$ cat src/rtl/regfile_wb_queue.sv
// Write-back buffer feeding the register-file write ports: dual-lane in-order
// enqueue, dual-port registered drain with same-address serialisation.
// Optional macro WBQ_FWD_EN adds a combinational lookup/forwarding port.
module regfile_wb_queue #(
  parameter int QDEPTH     = 8,
  parameter int QINDEX     = 3,
  parameter int SRAM_INDEX = 5,
  parameter int SRAM_WIDTH = 32
) (
  input  logic                  clk,
  input  logic                  reset,
  input  logic                  in0_valid_i,
  input  logic [SRAM_INDEX-1:0] in0_addr_i,
  input  logic [SRAM_WIDTH-1:0] in0_data_i,
  input  logic                  in1_valid_i,
  input  logic [SRAM_INDEX-1:0] in1_addr_i,
  input  logic [SRAM_WIDTH-1:0] in1_data_i,
  output logic                  in_ready_o,
  input  logic                  stall_i,
  output logic                  we0_o,
  output logic [SRAM_INDEX-1:0] addr0wr_o,
  output logic [SRAM_WIDTH-1:0] data0wr_o,
  output logic                  we1_o,
  output logic [SRAM_INDEX-1:0] addr1wr_o,
  output logic [SRAM_WIDTH-1:0] data1wr_o,
  output logic [QINDEX:0]       count_o,
  output logic                  empty_o,
  output logic                  full_o,
`ifdef WBQ_FWD_EN
  input  logic [SRAM_INDEX-1:0] lookup_addr_i,
  output logic                  fwd_hit_o,
  output logic [SRAM_WIDTH-1:0] fwd_data_o,
`endif
  output logic                  drop_err_o
);

  localparam int CW = QINDEX + 1;

  typedef struct packed {
    logic [SRAM_INDEX-1:0] addr;
    logic [SRAM_WIDTH-1:0] data;
  } entry_t;

  entry_t            mem [QDEPTH];
  logic [QINDEX-1:0] head;
  logic [QINDEX-1:0] tail;
  logic [QINDEX-1:0] head1;
  logic [QINDEX-1:0] tail1;
  logic [CW-1:0]     count;
  logic              acc0;
  logic              acc1;
  logic [1:0]        enq;
  logic [1:0]        pop;

  // NOTE: every signal written in an always_comb gets a value on every path
  // (defaults first), otherwise synthesis infers a latch.
  always_comb begin
    in_ready_o = (count <= CW'(QDEPTH - 2));
    acc0       = in_ready_o && in0_valid_i;
    acc1       = in_ready_o && in1_valid_i;
    enq        = {1'b0, acc0} + {1'b0, acc1};
    head1      = head + QINDEX'(1);
    tail1      = acc0 ? tail + QINDEX'(1) : tail;
    pop        = 2'd0;
    if (!stall_i && count != '0) begin
      // Two writes to one register in the same cycle would race in the
      // register file, so the younger one waits a cycle.
      if (count == CW'(1) || mem[head].addr == mem[head1].addr)
        pop = 2'd1;
      else
        pop = 2'd2;
    end
  end

  assign count_o = count;
  assign empty_o = (count == '0);
  assign full_o  = (count == CW'(QDEPTH));

  // NOTE: sequential state uses non-blocking assignments so every register
  // samples pre-edge values regardless of statement order.
  always_ff @(posedge clk or negedge reset) begin
    if (!reset) begin
      head       <= '0;
      tail       <= '0;
      count      <= '0;
      we0_o      <= 1'b0;
      addr0wr_o  <= '0;
      data0wr_o  <= '0;
      we1_o      <= 1'b0;
      addr1wr_o  <= '0;
      data1wr_o  <= '0;
      drop_err_o <= 1'b0;
    end else begin
      head  <= head + QINDEX'(pop);
      tail  <= tail + QINDEX'(enq);
      count <= count + CW'(enq) - CW'(pop);
      if (!in_ready_o && (in0_valid_i || in1_valid_i))
        drop_err_o <= 1'b1;
      we0_o <= (pop != 2'd0);
      if (pop != 2'd0) begin
        addr0wr_o <= mem[head].addr;
        data0wr_o <= mem[head].data;
      end
      we1_o <= (pop == 2'd2);
      if (pop == 2'd2) begin
        addr1wr_o <= mem[head1].addr;
        data1wr_o <= mem[head1].data;
      end
    end
  end

  // NOTE: queue storage is deliberately not reset; count/head/tail alone
  // decide which entries are live, so stale contents are never observed.
  always_ff @(posedge clk) begin
    if (acc0) mem[tail]  <= '{addr: in0_addr_i, data: in0_data_i};
    if (acc1) mem[tail1] <= '{addr: in1_addr_i, data: in1_data_i};
  end

`ifdef WBQ_FWD_EN
  // Later matches overwrite earlier ones: port 0, port 1, then queue oldest
  // to youngest, so the youngest writer of the address wins.
  always_comb begin
    fwd_hit_o  = 1'b0;
    fwd_data_o = '0;
    if (we0_o && addr0wr_o == lookup_addr_i) begin
      fwd_hit_o  = 1'b1;
      fwd_data_o = data0wr_o;
    end
    if (we1_o && addr1wr_o == lookup_addr_i) begin
      fwd_hit_o  = 1'b1;
      fwd_data_o = data1wr_o;
    end
    for (int i = 0; i < QDEPTH; i++) begin
      if (CW'(i) < count && mem[head + QINDEX'(i)].addr == lookup_addr_i) begin
        fwd_hit_o  = 1'b1;
        fwd_data_o = mem[head + QINDEX'(i)].data;
      end
    end
  end
`endif

endmodule

$ cat config.mk
export PLATFORM = sky130hd
export DESIGN_NAME = regfile_wb_queue
export DESIGN_NICKNAME = d
export VERILOG_FILES = /design/src/rtl/regfile_wb_queue.sv
export SDC_FILE = /design/constraint.sdc
export NUM_CORES = 1
export LEC_CHECK = 0
export ABC_CLOCK_PERIOD_IN_PS = 9200
export BUFFER_PORTS_ARGS = -buffer_cell sky130_fd_sc_hd__buf_2
export CAP_MARGIN = 20
export CORE_ASPECT_RATIO = 1.2
export CORE_MARGIN = 5
export CORE_UTILIZATION = 37
export DETAILED_ROUTE_END_ITERATION = 7
export GPL_TIMING_DRIVEN = 1
export PLACE_DENSITY_LB_ADDON = 0.25
export SYNTH_ARGS = -nofsm -noshare
export SYNTH_HDL_FRONTEND = slang
export SYNTH_SLANG_ARGS = --single-unit
$ cat constraint.sdc
create_clock -name clk -period 9.2 [get_ports clk]
set_clock_uncertainty 0.1 [all_clocks]
set_input_delay 0.92 -clock clk [delete_from_list [all_inputs] [get_ports clk]]
set_output_delay 0.92 -clock clk [all_outputs]
set_load 0.05 [all_outputs]
; Word level (Yosys, flattened, before mapping)
; Memory sizes are Yosys's and may differ from the RTL's.
; Index checks and enable logic that the tools add are counted.
[classes]
add_sub_neg = 7
magnitude_cmp = 1
mux = 7
eq_ne = 4
reduce_logical = 11
[ops]
columns = op, count
row1 = "adder 3 x 1 -> 3 bit, second input constant", 2
row2 = adder 3 x 2 -> 3 bit, 2
row3 = == test 5 bit, 1
row4 = adder 4 x 2 -> 4 bit, 1
row5 = "== test 4 x 1 -> 1 bit, second input constant", 1
row6 = "== test 4 bit, second input constant", 1
row7 = "<= comparator 4 x 3 -> 1 bit, second input constant", 1
row8 = logical AND 1 bit, 4
row9 = logical NOT 4 bit, 1
row10 = two-way mux 1 bit, 4
row11 = two-way mux 2 bit, 2
row12 = nonzero test 4 bit, 1
row13 = subtractor 4 x 2 -> 4 bit, 1
row14 = two-way mux 3 bit, 1
row15 = adder 1 x 1 -> 2 bit, 1
row16 = "== test 2 bit, second input constant", 1
row17 = logical NOT 1 bit, 2
row18 = logical OR 1 bit, 2
row19 = nonzero test 2 bit, 1
[word_totals]
mem_bits_rw = 296
ff_bits = 87
word_cells = 41
inputBits = 79
n_memories = 1
output_inout_bits = 84
[mem_list]
columns = name, words, word_bits, read_ports, rd_ports_with_merged_regs, write_ports, line_no
row1 = mem, 8, 37, 2, 0, 2, 44  ; entry_t mem [QDEPTH];

; Logic depth before layout (Yosys ltp)
; Gate-level depths: netlist of run 1.
; An unclocked memory read counts as a cell.
[logic_depth]
word_depth = 7
ltp_mapped = 16
depth_no_buf = 14

; Least setup slack after synthesis of run 1
; No wires, ideal clock.
[synth_timing]
path_kind = reg-to-reg
startpoint = register count[3] (netlist: count_o[3])
endpoint = memory mem[0][0] in the netlist's numbering (enable)
setup_time_ps = 489
path_buffers = 0
t_required_ps = 8611
path_stages_with_launch = 7
slack_ps = 4275
arrival_ps = 4336
period_less_slack_ps = 4925
path_cell_list = dfrtp_1 > inv_1 > ha_1 > nand3_1 > nand3_1 > or2_1 > o32ai_1
[synth_lines]
columns = item, line_no
row1 = from (decl), 49  ; logic [CW-1:0] count;
row2 = from (signal assigned), 96  ; count <= count + CW'(enq) - CW'(pop);
row3 = to (decl), 44

; Worst setup path in the final report of run 1
[layout_timing]
startpoint = register head[0]
endpoint = register count[3] (netlist: count_o[3])
[layout_between]
elab_chain_len = 7
[layout_lines]
columns = item, line_no
row1 = from (decl), 45  ; logic [QINDEX-1:0] head;
row2 = from (signal assigned), 94  ; head <= head + QINDEX'(pop);
row3 = adder 3 x 1 -> 3 bit, 62  ; head1 = head + QINDEX'(1);
row4 = memory read (8 x 37 bit) *, n/a
row5 = == test 5 bit *, 68  ; if (count == CW'(1) || mem[head].addr == mem[head1].addr)
row6 = logical OR 1 bit *, 68
row7 = two-way mux 2 bit *, 68
row8 = two-way mux 2 bit *, 65  ; if (!stall_i && count != '0) begin
row9 = subtractor 4 x 2 -> 4 bit *, 96
; Mark *: on every way between the ends. The rest lies on a longest branch, timed or not.
; A chain may end at the register's enable or synchronous reset.

==> flow_metrics.env, run 1 <==
export IMPL_synth_top_area_share_pct=43.6
export IMPL_syn2layout_area_growth_pct=15.2
export IMPL_place_hpwl_mm=32.0
export IMPL_synth_nets=1299
export IMPL_firstDrtPassIters=5
export IMPL_power_switching_share_pct=40.3
export IMPL_critPathBufInv=2
export IMPL_hold_path_class="in -> async"
export IMPL_setup_viol=0
export IMPL_drive_above_1_share_pct=32.5
export IMPL_postLayoutCoreUtil_pct=43.0
export IMPL_worstSetupPathType="reg -> reg"
export IMPL_setup_tns_final_ns=0
export IMPL_ctsResizeCount=0
export IMPL_p_switching_uw=3580
export IMPL_maxCapViolCount=0
export IMPL_gp_congestion=0.764
export IMPL_ant_nets=0
export IMPL_synth_seq_cells=383
export IMPL_ys_flop_type="edfxtp_1"
export IMPL_yosysSeqAreaShare_pct=54.3
export IMPL_cts_hold_buf=0
export IMPL_worstPathCellList="ha_4 > xor2_4 > buf_4 > mux4_2 > xor2_1 > nor3_1 > a221oi_4 > fa_1 > inv_1 > ha_1 > a21o_1 > a21oi_1 > xor2_1"
export IMPL_post_cts_buffers=0
export IMPL_slew_violations=0
export IMPL_wl_met1_mm=23.9
export IMPL_fp_coreArea_um2=54700
export IMPL_placedInstanceArea_um2=22100
export IMPL_syn_inst=1204
export IMPL_reg2reg_slack_ns=3.79
export IMPL_synth_warnings=0
export IMPL_ff2ff_path_depth=13
export IMPL_ir_worst_vdd_mv=0.292
export IMPL_synth_area_leaders="edfxtp_1 44%, mux2_1 18%, mux4_2 16%, dfrtp_1 11%, mux2i_1 2.9%"
export IMPL_tightest_slew_ns=1.01
export IMPL_seqPwrFrac_pct=32.0
export IMPL_clock_latency_ns=0.54
export IMPL_cpPeakStageDelay_ns=0.92
export IMPL_r2r_start="head[0]"
export IMPL_hold_ws_ns=0.299
export IMPL_clock_sinks=383
export IMPL_path_max_fanout=44
export IMPL_routed_wl_met3_mm=2.99
export IMPL_internal_power_uw=5310
export IMPL_die_y_um=267
export IMPL_antenna_found_initial=9
export IMPL_powerDensity_nw_per_um2=379
export IMPL_path_depth=13
export IMPL_yosys_top_cells_count="328 x mux2_1, 296 x edfxtp_1, 144 x mux4_2"
export IMPL_post_route_min_period_ns=5.41
export IMPL_fmax_ghz=0.185
export IMPL_path_clk_slew_ns=0.06
export IMPL_pwr_share_clk_pct=19.2
export IMPL_grt_max_degree=58
export IMPL_period_share_pct=58.9
export IMPL_outcome="finished clean"
export IMPL_io_buffers=162
export IMPL_die_area_um2=59900
export IMPL_power_frac_comb_pct=48.8
export IMPL_ioPinCount=163
export IMPL_grt_overflow=0
export IMPL_synth_edf_count=296
export IMPL_crit_top_cell="xor2_1"
export IMPL_highest_layer="met5"
export IMPL_cp_arrival_ns=5.77
export IMPL_routed_wl_mm=55.8
export IMPL_drtIter0Drc=858
export IMPL_p_leak_uw=0.00832
export IMPL_relSlewSlack_pct=32.9
export IMPL_critPathLaunch="head[0]"
export IMPL_cts_made_buffers=41
export IMPL_vias=11585
export IMPL_wire_per_inst_um=26.5
export IMPL_cts_max_level=2
export IMPL_stdcell_area_um2=23500
export IMPL_start_util_pct=37.3
export IMPL_r2r_end="count_o[3]"
export IMPL_startpoint_type="register"
export IMPL_drc_errors=0
export IMPL_power_uw=8890
export IMPL_cp_slowest_cell="dfrtp_4"
export IMPL_grt_pass1_vias=12543
export IMPL_cts_root_buf="clkbuf_16"
export IMPL_crit_family="adder cells"
export IMPL_cts_path_max_buffers=3
export IMPL_synth_async_reset_ratio_pct=22.7
export IMPL_via_per_inst=5.50
export IMPL_yosys_area_top_type="edfxtp_1"
export IMPL_nets=1442
export IMPL_yosysMostFrequentCell="mux2_1"
export IMPL_finalHoldViolCount=0
export IMPL_required_ns=9.56
export IMPL_rsz0062_at_grt="no"
export IMPL_synth_cell_types=38
export IMPL_tritoncts="built"
export IMPL_cp_end_kind="register"
export IMPL_avgSynthCellArea_um2=16.9
export IMPL_grt_usage_pct=18.5
export IMPL_core_rowCount=94
export IMPL_die_width_um=224
export IMPL_crit_path_end="count_o[3]"
export IMPL_synth_area_um2=20400
export IMPL_grt_pass1_wl_mm=83.4
export IMPL_routed_wl_met2_mm=27.9
-- layer usage --
metal / up-vias / track usage, %
li1: 5136 / -
met1: 6110 / 24.7
met2: 270 / 31.8
met3: 63 / 3.52
met4: 6 / 3.82
met5: - / 0
-- power by group through the flow --
stage	sequential, uW	combinational, uW	clock (uW)
6_report	2840	4340	1710
5_1_grt	2910	4660	1810
4_1_cts	2860	4440	1740
3_5_place_dp	2890	4420	0
3_3_place_gp	2870	4390	0
2_1_floorplan	3300	2730	0
-- cells by family (layout without fill, tap and decap cells) --
kind of cell               Yosys count  after routing  share of synthesized area [%]
AOI/OAI and AO/OA                   55             55                           1.58
xor gates and xnor gates            13             13                          0.651
adders and majority gates           16             16                           1.13
buffers and inverters              104            280                           2.20
DFF                                383            383                           54.3
muxes                              563            563                           38.7
other                                0              6                              0
and+or+nand+nor                     70             70                           1.45
-- per-stage QoR --
stage / setup WS (ns) / std cells
after floorplan: 4.28 / 1204
after global placement: 3.75 / 2024
after detailed placement: 3.69 / 2024
after CTS: 3.65 / 2100
after global routing: 3.31 / 2100
final: 3.79 / 2106
-- sequential cells by signal, summed over array words and instances (netlist names) --
name        count
addr0wr_o       5
addr1wr_o       5
mem           296
we0_o           1
drop_err_o      1
head            3
tail            3
data0wr_o      32
count_o         4
data1wr_o      32
we1_o           1
-- worst reg2reg max path, cell delays in order, from the launching register on --
cell and delay [ns]:
dfrtp_4 0.92, ha_4 0.27, xor2_4 0.73, buf_4 0.51, mux4_2 0.59, xor2_1 0.17
nor3_1 0.53, a221oi_4 0.14, fa_1 0.52, inv_1 0.06, ha_1 0.28, a21o_1 0.17
a21oi_1 0.18, xor2_1 0.16
-- layout by cell type (no fill, tap or decap), types with 4 or more instances in the layout --
| master | netlist | layout |
|---|---|---|
| dfrtp_1 | 87 | 84 |
| fa_1 | 4 | 4 |
| buf_4 | 3 | 24 |
| xor2_1 | 10 | 10 |
| a21oi_1 | 38 | 38 |
| clkinv_2 | 0 | 5 |
| clkinv_1 | 0 | 5 |
| nor2_4 | 0 | 4 |
| diode_2 | 0 | 6 |
| edfxtp_1 | 296 | 296 |
| mux4_2 | 144 | 144 |
| clkbuf_16 | 0 | 43 |
| inv_1 | 18 | 18 |
| mux2_1 | 328 | 328 |
| buf_2 | 20 | 161 |
| ha_1 | 12 | 11 |
| clkbuf_1 | 44 | 9 |
| nand2_1 | 9 | 8 |
| mux2i_1 | 59 | 59 |
| nor2_1 | 45 | 41 |
| mux2_2 | 32 | 32 |
| clkbuf_8 | 0 | 9 |
-- worst min-delay path by stage --
stage,from,to,slack [ns],depth (start not counted)
final,reset,data1wr_o[4],0.30,1
after global placement,drop_err_o,drop_err_o,0.36,1
after global routing,reset,data1wr_o[4],0.34,1
after floorplan,tail[0],tail[0],0.41,1
after CTS,reset,data1wr_o[4],0.32,1
after detailed placement,data1wr_o[10],data1wr_o[10],0.37,1
-- cell type report --
type | count | area (um^2)
Tap cell | 720 | 901
Sequential cell | 383 | 11100
Multi-Input combinational cell | 717 | 9060
Timing Repair Buffer | 185 | 986
Inverter | 19 | 71.3
Fill cell | 4939 | 31200
Antenna cell | 6 | 15.0
Clock inverter | 15 | 151
Clock buffer | 61 | 1230
(Power assumes the default switching activity.)
==> run 2: changes to the inputs <==
--- a/config.mk
+++ b/config.mk
@@ -5,7 +5,7 @@
 export SDC_FILE = /design/constraint.sdc
 export NUM_CORES = 1
 export LEC_CHECK = 0
-export ABC_CLOCK_PERIOD_IN_PS = 9200
+export ABC_CLOCK_PERIOD_IN_PS = 4800
 export BUFFER_PORTS_ARGS = -buffer_cell sky130_fd_sc_hd__buf_2
 export CAP_MARGIN = 20
 export CORE_ASPECT_RATIO = 1.2
==> constraint.sdc (replaced) <==
create_clock -name clk -period 4.8 [get_ports clk]
set_clock_uncertainty 0.1 [all_clocks]
set_input_delay 0.48 -clock clk [delete_from_list [all_inputs] [get_ports clk]]
set_output_delay 0.48 -clock clk [all_outputs]
set_load 0.05 [all_outputs]
==> flow_metrics.env, run 2 (synthesis gave the netlist of run 1 again) <==
export IMPL_ioPinCount=163
export IMPL_largest_reg_flops=296
export IMPL_nets=1454
export IMPL_drive_above_1_share_pct=32.8
export IMPL_cts_path_max_buffers=3
export IMPL_worstSetupPathType="reg -> reg"
export IMPL_fp_coreArea_um2=54700
export IMPL_setup_viol=0
export IMPL_relSlewSlack_pct=28.7
export IMPL_gp_congestion=0.769
export IMPL_vias=11760
export IMPL_maxCapViolCount=0
export IMPL_grt_pass1_vias=12598
export IMPL_start_util_pct=37.3
export IMPL_cts_made_buffers=41
export IMPL_clock_latency_ns=0.55
export IMPL_fmax_ghz=0.233
export IMPL_place_hpwl_mm=33.4
export IMPL_power_uw=17000
export IMPL_finalHoldViolCount=0
export IMPL_cpPeakStageDelay_ns=0.67
export IMPL_critPathBufInv=2
export IMPL_via_per_inst=5.56
export IMPL_final_common_cell="mux2_1"
export IMPL_die_area_um2=59900
export IMPL_clock_sinks=383
export IMPL_setup_tns_final_ns=0
export IMPL_dp_cells=2034
export IMPL_routed_wl_mm=57.5
export IMPL_io_buffers=162
export IMPL_fin_cells=2117
export IMPL_post_cts_buffers=0
export IMPL_ctsResizeCount=0
export IMPL_cts_max_level=2
export IMPL_die_width_um=224
export IMPL_antenna_found_initial=11
export IMPL_largest_registers="mem (296), data0wr_o (32), data1wr_o (32)"
export IMPL_cp_arrival_ns=4.62
export IMPL_startpoint_type="register"
export IMPL_hold_path_class="in -> reg"
export IMPL_core_rowCount=94
export IMPL_rsz0062_at_grt="no"
export IMPL_cp_slowest_cell="buf_4"
export IMPL_path_max_fanout=51
export IMPL_worstPathCellList="buf_4 > mux4_2 > mux2i_1 > xor2_1 > nor3_1 > a32oi_1 > nor3_1 > ha_1 > inv_1 > ha_1 > fa_1 > xor2_1"
export IMPL_ant_nets=0
export IMPL_post_route_min_period_ns=4.30
export IMPL_slew_violations=0
export IMPL_hold_ws_ns=0.123
export IMPL_tritoncts="built"
export IMPL_cts_root_buf="clkbuf_16"
export IMPL_tightest_slew_ns=1.07
export IMPL_grt_overflow=0
export IMPL_path_clk_slew_ns=0.06
export IMPL_period_share_pct=89.5
export IMPL_firstDrtPassIters=5
export IMPL_required_ns=5.12
export IMPL_cp_end_kind="register"
export IMPL_grt_usage_pct=19.0
export IMPL_wire_per_inst_um=27.2
export IMPL_largest_register="mem"
export IMPL_p_leak_uw=0.00835
export IMPL_powerDensity_nw_per_um2=723
export IMPL_grt_pass1_wl_mm=85.8
export IMPL_drc_errors=0
export IMPL_ir_worst_vdd_mv=0.490
export IMPL_outcome="finished clean"
export IMPL_drtIter0Drc=811
export IMPL_grt_max_degree=52
export IMPL_final_cell_mix="328 x mux2_1, 296 x edfxtp_1, 161 x buf_2"
export IMPL_syn2layout_area_growth_pct=15.5
export IMPL_crit_family="simple AND/OR/NAND/NOR gates"
export IMPL_cts_hold_buf=1
export IMPL_die_y_um=267
-- run 2: changes by cell type in the layout (fill, tap and decap cells not counted), moves of 2 or more --
cell and change:
buf_4 +8, clkbuf_8 -4, buf_12 +2, clkbuf_1 +2, clkbuf_16 -2, inv_6 +2
-- run 2: where the power goes --
part           switching [uW]  total [uW]  internal [uW]
logic                    5090        8690           3600
clock network            1320        3140           1820
registers                 487        5210           4720
-- run 2: path summary, 6_finish.rpt --
| kind | startpoint | end | slack (ns) | cells past startpoint |
|---|---|---|---|---|
| min in group asynchronous | reset | data0wr_o[5] | 0.51 | 2 |
| worst max register to register | head[0] | count_o[2] | 0.50 | 12 |
| worst min register to register | drop_err_o | drop_err_o | 0.37 | 1 |
| worst min-delay path | in1_valid_i | drop_err_o | 0.12 | 3 |
| worst max-delay path | head[0] | count_o[2] | 0.50 | 12 |
| max in group asynchronous | reset | head[1] | 3.01 | 3 |
-- run 2: per-layer routing --
| layer | up-vias | GRT usage [%] | part of all wire [%] |
|---|---|---|---|
| li1 | 5142 | - | - |
| met1 | 6285 | 25.8 | 44 |
| met2 | 253 | 32.4 | 50 |
| met3 | 70 | 3.32 | 4.5 |
| met4 | 10 | 4.13 | 1.8 |
| met5 | - | 0 | 0.10 |
-- run 2: cell type report --
class                           count  area [um^2]
Fill cell                        4942        31100
Sequential cell                   383        11100
Multi-Input combinational cell    717         9060
Clock buffer                       57         1140
Timing Repair Buffer              197         1120
Tap cell                          720          901
Clock inverter                     18          169
Inverter                           19         71.3
Antenna cell                        6         15.0
-- run 2: worst min-delay path, cell delays in order --
cell and delay, ns:
buf_2 0.09, nor2_1 0.04, o21bai_1 0.11
-- run 2: through the flow --
step,setup WS [ns],instance area (um^2),util [%]
2_1_floorplan,0.249,20400,-
3_3_place_gp,0.535,22200,40.5
3_5_place_dp,0.430,22200,40.6
4_1_cts,0.417,23500,43.0
5_1_grt,0.124,23500,43.0
6_report,0.505,23500,43.1
==> run 3: changes to the inputs <==
--- a/config.mk
+++ b/config.mk
@@ -5,9 +5,11 @@
 export SDC_FILE = /design/constraint.sdc
 export NUM_CORES = 1
 export LEC_CHECK = 0
-export ABC_CLOCK_PERIOD_IN_PS = 4800
+export ABC_CLOCK_PERIOD_IN_PS = 3500
 export BUFFER_PORTS_ARGS = -buffer_cell sky130_fd_sc_hd__buf_2
 export CAP_MARGIN = 20
+export CELL_PAD_IN_SITES_DETAIL_PLACEMENT = 1
+export CELL_PAD_IN_SITES_GLOBAL_PLACEMENT = 1
 export CORE_ASPECT_RATIO = 1.2
 export CORE_MARGIN = 5
 export CORE_UTILIZATION = 37
==> constraint.sdc (replaced) <==
create_clock -name clk -period 3.5 [get_ports clk]
set_clock_uncertainty 0.1 [all_clocks]
set_input_delay 0.35 -clock clk [delete_from_list [all_inputs] [get_ports clk]]
set_output_delay 0.35 -clock clk [all_outputs]
set_load 0.05 [all_outputs]
==> flow_metrics.env, run 3 (synthesis gave the netlist of run 1 again) <==
export IMPL_clock_sinks=383
export IMPL_largest_reg_flops=296
export IMPL_cts_path_max_buffers=3
export IMPL_fillers=5344
export IMPL_required_ns=3.89
export IMPL_power_frac_comb_pct=52.5
export IMPL_path_max_fanout=5
export IMPL_die_area_um2=59900
export IMPL_hold_path_class="in -> reg"
export IMPL_drive_above_1_share_pct=36.2
export IMPL_fmax_ghz=0.281
export IMPL_whs_path_depth=2
export IMPL_drtIter0Drc=760
export IMPL_gp_congestion=0.765
export IMPL_ir_worst_vdd_mv=0.746
export IMPL_wire_per_inst_um=28.4
export IMPL_pwr_share_clk_pct=18.5
export IMPL_final_common_cell="mux2_1"
export IMPL_p_leak_uw=0.00873
export IMPL_ff2ff_path_depth=12
export IMPL_setup_viol=3
export IMPL_routed_wl_mm=61.7
export IMPL_worstPathCellList="ha_4 > mux4_2 > mux2i_2 > xor2_1 > nor3_4 > a221oi_4 > fa_1 > inv_2 > ha_4 > a21o_1 > a21oi_2 > xor2_1"
export IMPL_core_rowCount=94
export IMPL_crit_family="adder cells"
export IMPL_grt_overflow=0
export IMPL_period_share_pct=102
export IMPL_finalHoldViolCount=0
export IMPL_final_cell_mix="328 x mux2_1, 296 x edfxtp_1, 161 x buf_2"
export IMPL_slew_violations=0
export IMPL_seqPwrFrac_pct=29.0
export IMPL_nets=1506
export IMPL_setup_tns_final_ns=-0.150
export IMPL_drc_errors=0
export IMPL_syn2layout_area_growth_pct=19.8
export IMPL_cp_slowest_cell="mux4_2"
export IMPL_antenna_found_initial=14
export IMPL_relSlewSlack_pct=31.6
export IMPL_rsz0062_at_grt="yes"
export IMPL_clock_latency_ns=0.59
export IMPL_powerDensity_nw_per_um2=1020
export IMPL_cp_arrival_ns=3.96
export IMPL_path_depth=12
export IMPL_worstSetupPathType="reg -> reg"
export IMPL_cts_max_level=2
export IMPL_post_route_min_period_ns=3.56
export IMPL_start_util_pct=37.3
export IMPL_tritoncts="built"
export IMPL_largest_registers="mem (296), data0wr_o (32), data1wr_o (32)"
export IMPL_maxCapViolCount=0
export IMPL_grt_pass1_vias=13413
export IMPL_ant_nets=0
export IMPL_die_y_um=267
export IMPL_power_switching_share_pct=40.3
export IMPL_grt_usage_pct=20.4
export IMPL_path_clk_slew_ns=0.06
export IMPL_stdcell_area_um2=24400
export IMPL_ioPinCount=163
export IMPL_critPathBufInv=1
export IMPL_io_buffers=162
export IMPL_startpoint_type="register"
export IMPL_place_hpwl_mm=39.2
export IMPL_vias=12150
export IMPL_firstDrtPassIters=4
export IMPL_largest_register="mem"
export IMPL_cts_root_buf="clkbuf_16"
export IMPL_internal_power_uw=14800
export IMPL_tightest_slew_ns=1.03
export IMPL_outcome="complete, but fails checks"
export IMPL_p_switching_uw=9980
export IMPL_grt_pass1_wl_mm=91.2
export IMPL_die_width_um=224
export IMPL_via_per_inst=5.59
export IMPL_grt_max_degree=130
export IMPL_violations="negative setup slack"
export IMPL_cpPeakStageDelay_ns=0.52
export IMPL_cts_made_buffers=44
export IMPL_fp_coreArea_um2=54700
export IMPL_placedInstanceArea_um2=22700
export IMPL_cp_end_kind="register"
export IMPL_setup_ws_ns=-0.0629
## run 3: changes by cell type in the layout (fill, tap and decap cells not counted), sizes merged, moves of 2 or more
cell      delta
clkinvlp     +2
clkbuf       +3
clkinv       +3
buf         +46
## run 3: final timing paths
path	from	end	slack (ns)
setup / recovery	head[0]	count_o[3]	-0.06
hold / removal	in0_data_i[30]	mem[6][30]	0.06
setup reg to reg	head[0]	count_o[3]	-0.06
hold reg to reg	drop_err_o	drop_err_o	0.37
max in group asynchronous	reset	data0wr_o[10]	2.28
min in group asynchronous	reset	addr0wr_o[2]	0.21
## run 3: power groups by stage
stage                     combinational, uW  clock, uW  sequential [uW]
final                                 13000       4590             7190
after global routing                  13900       4930             7320
after CTS                             12900       4720             7200
after detailed placement              12600          0             7280
after global placement                12500          0             7210
after floorplan                        7330          0             8620
## run 3: metal layers
metal	track usage, %	vias up	routed length (um)
met3	3.31	93	2520
met1	26.4	6503	26000
met5	0	-	69
met2	35.6	268	31500
met4	6.11	10	1630
li1	-	5276	-
## run 3: area by class of cell
type                       instances  area, um^2  area share [%]
sequential                       383       11100            45.4
antenna                            7        17.5          0.0717
clock inverter                    23         240           0.984
tap                              720         901            3.69
inverter                          19        71.3           0.292
multi-input combinational        717        9150            37.5
timing repair buffer             246        1790            7.33
clock buffer                      58        1170            4.81
## run 3: repair_timing
| item | 4_1_cts | 5_1_grt |
|---|---|---|
| cloned | 0 | 2 |
| endpoints found under the hold margin | 35 | 0 |
| pin swaps | 9 | 9 |
| endpoints found under the setup margin | 25 | 24 |
| resized for setup | 15 | 14 |
| hold buffers | 2 | 0 |
| buffers inserted | 3 | 8 |
## run 3: metrics by stage
step | utilization, % | total power, uW | instances | setup WS [ns] | hold slack (ns)
2_1_floorplan | - | 15900 | 1204 | -0.228 | -0.0456
4_1_cts | 44.3 | 24800 | 2157 | -0.165 | 0.0176
3_3_place_gp | 41.5 | 19700 | 2072 | -0.154 | 0.293
5_1_grt | 44.6 | 26100 | 2171 | -0.196 | 0.0293
3_5_place_dp | 41.5 | 19900 | 2072 | -0.216 | 0.296
6_report | 44.6 | 24800 | 2173 | -0.0629 | 0.0573
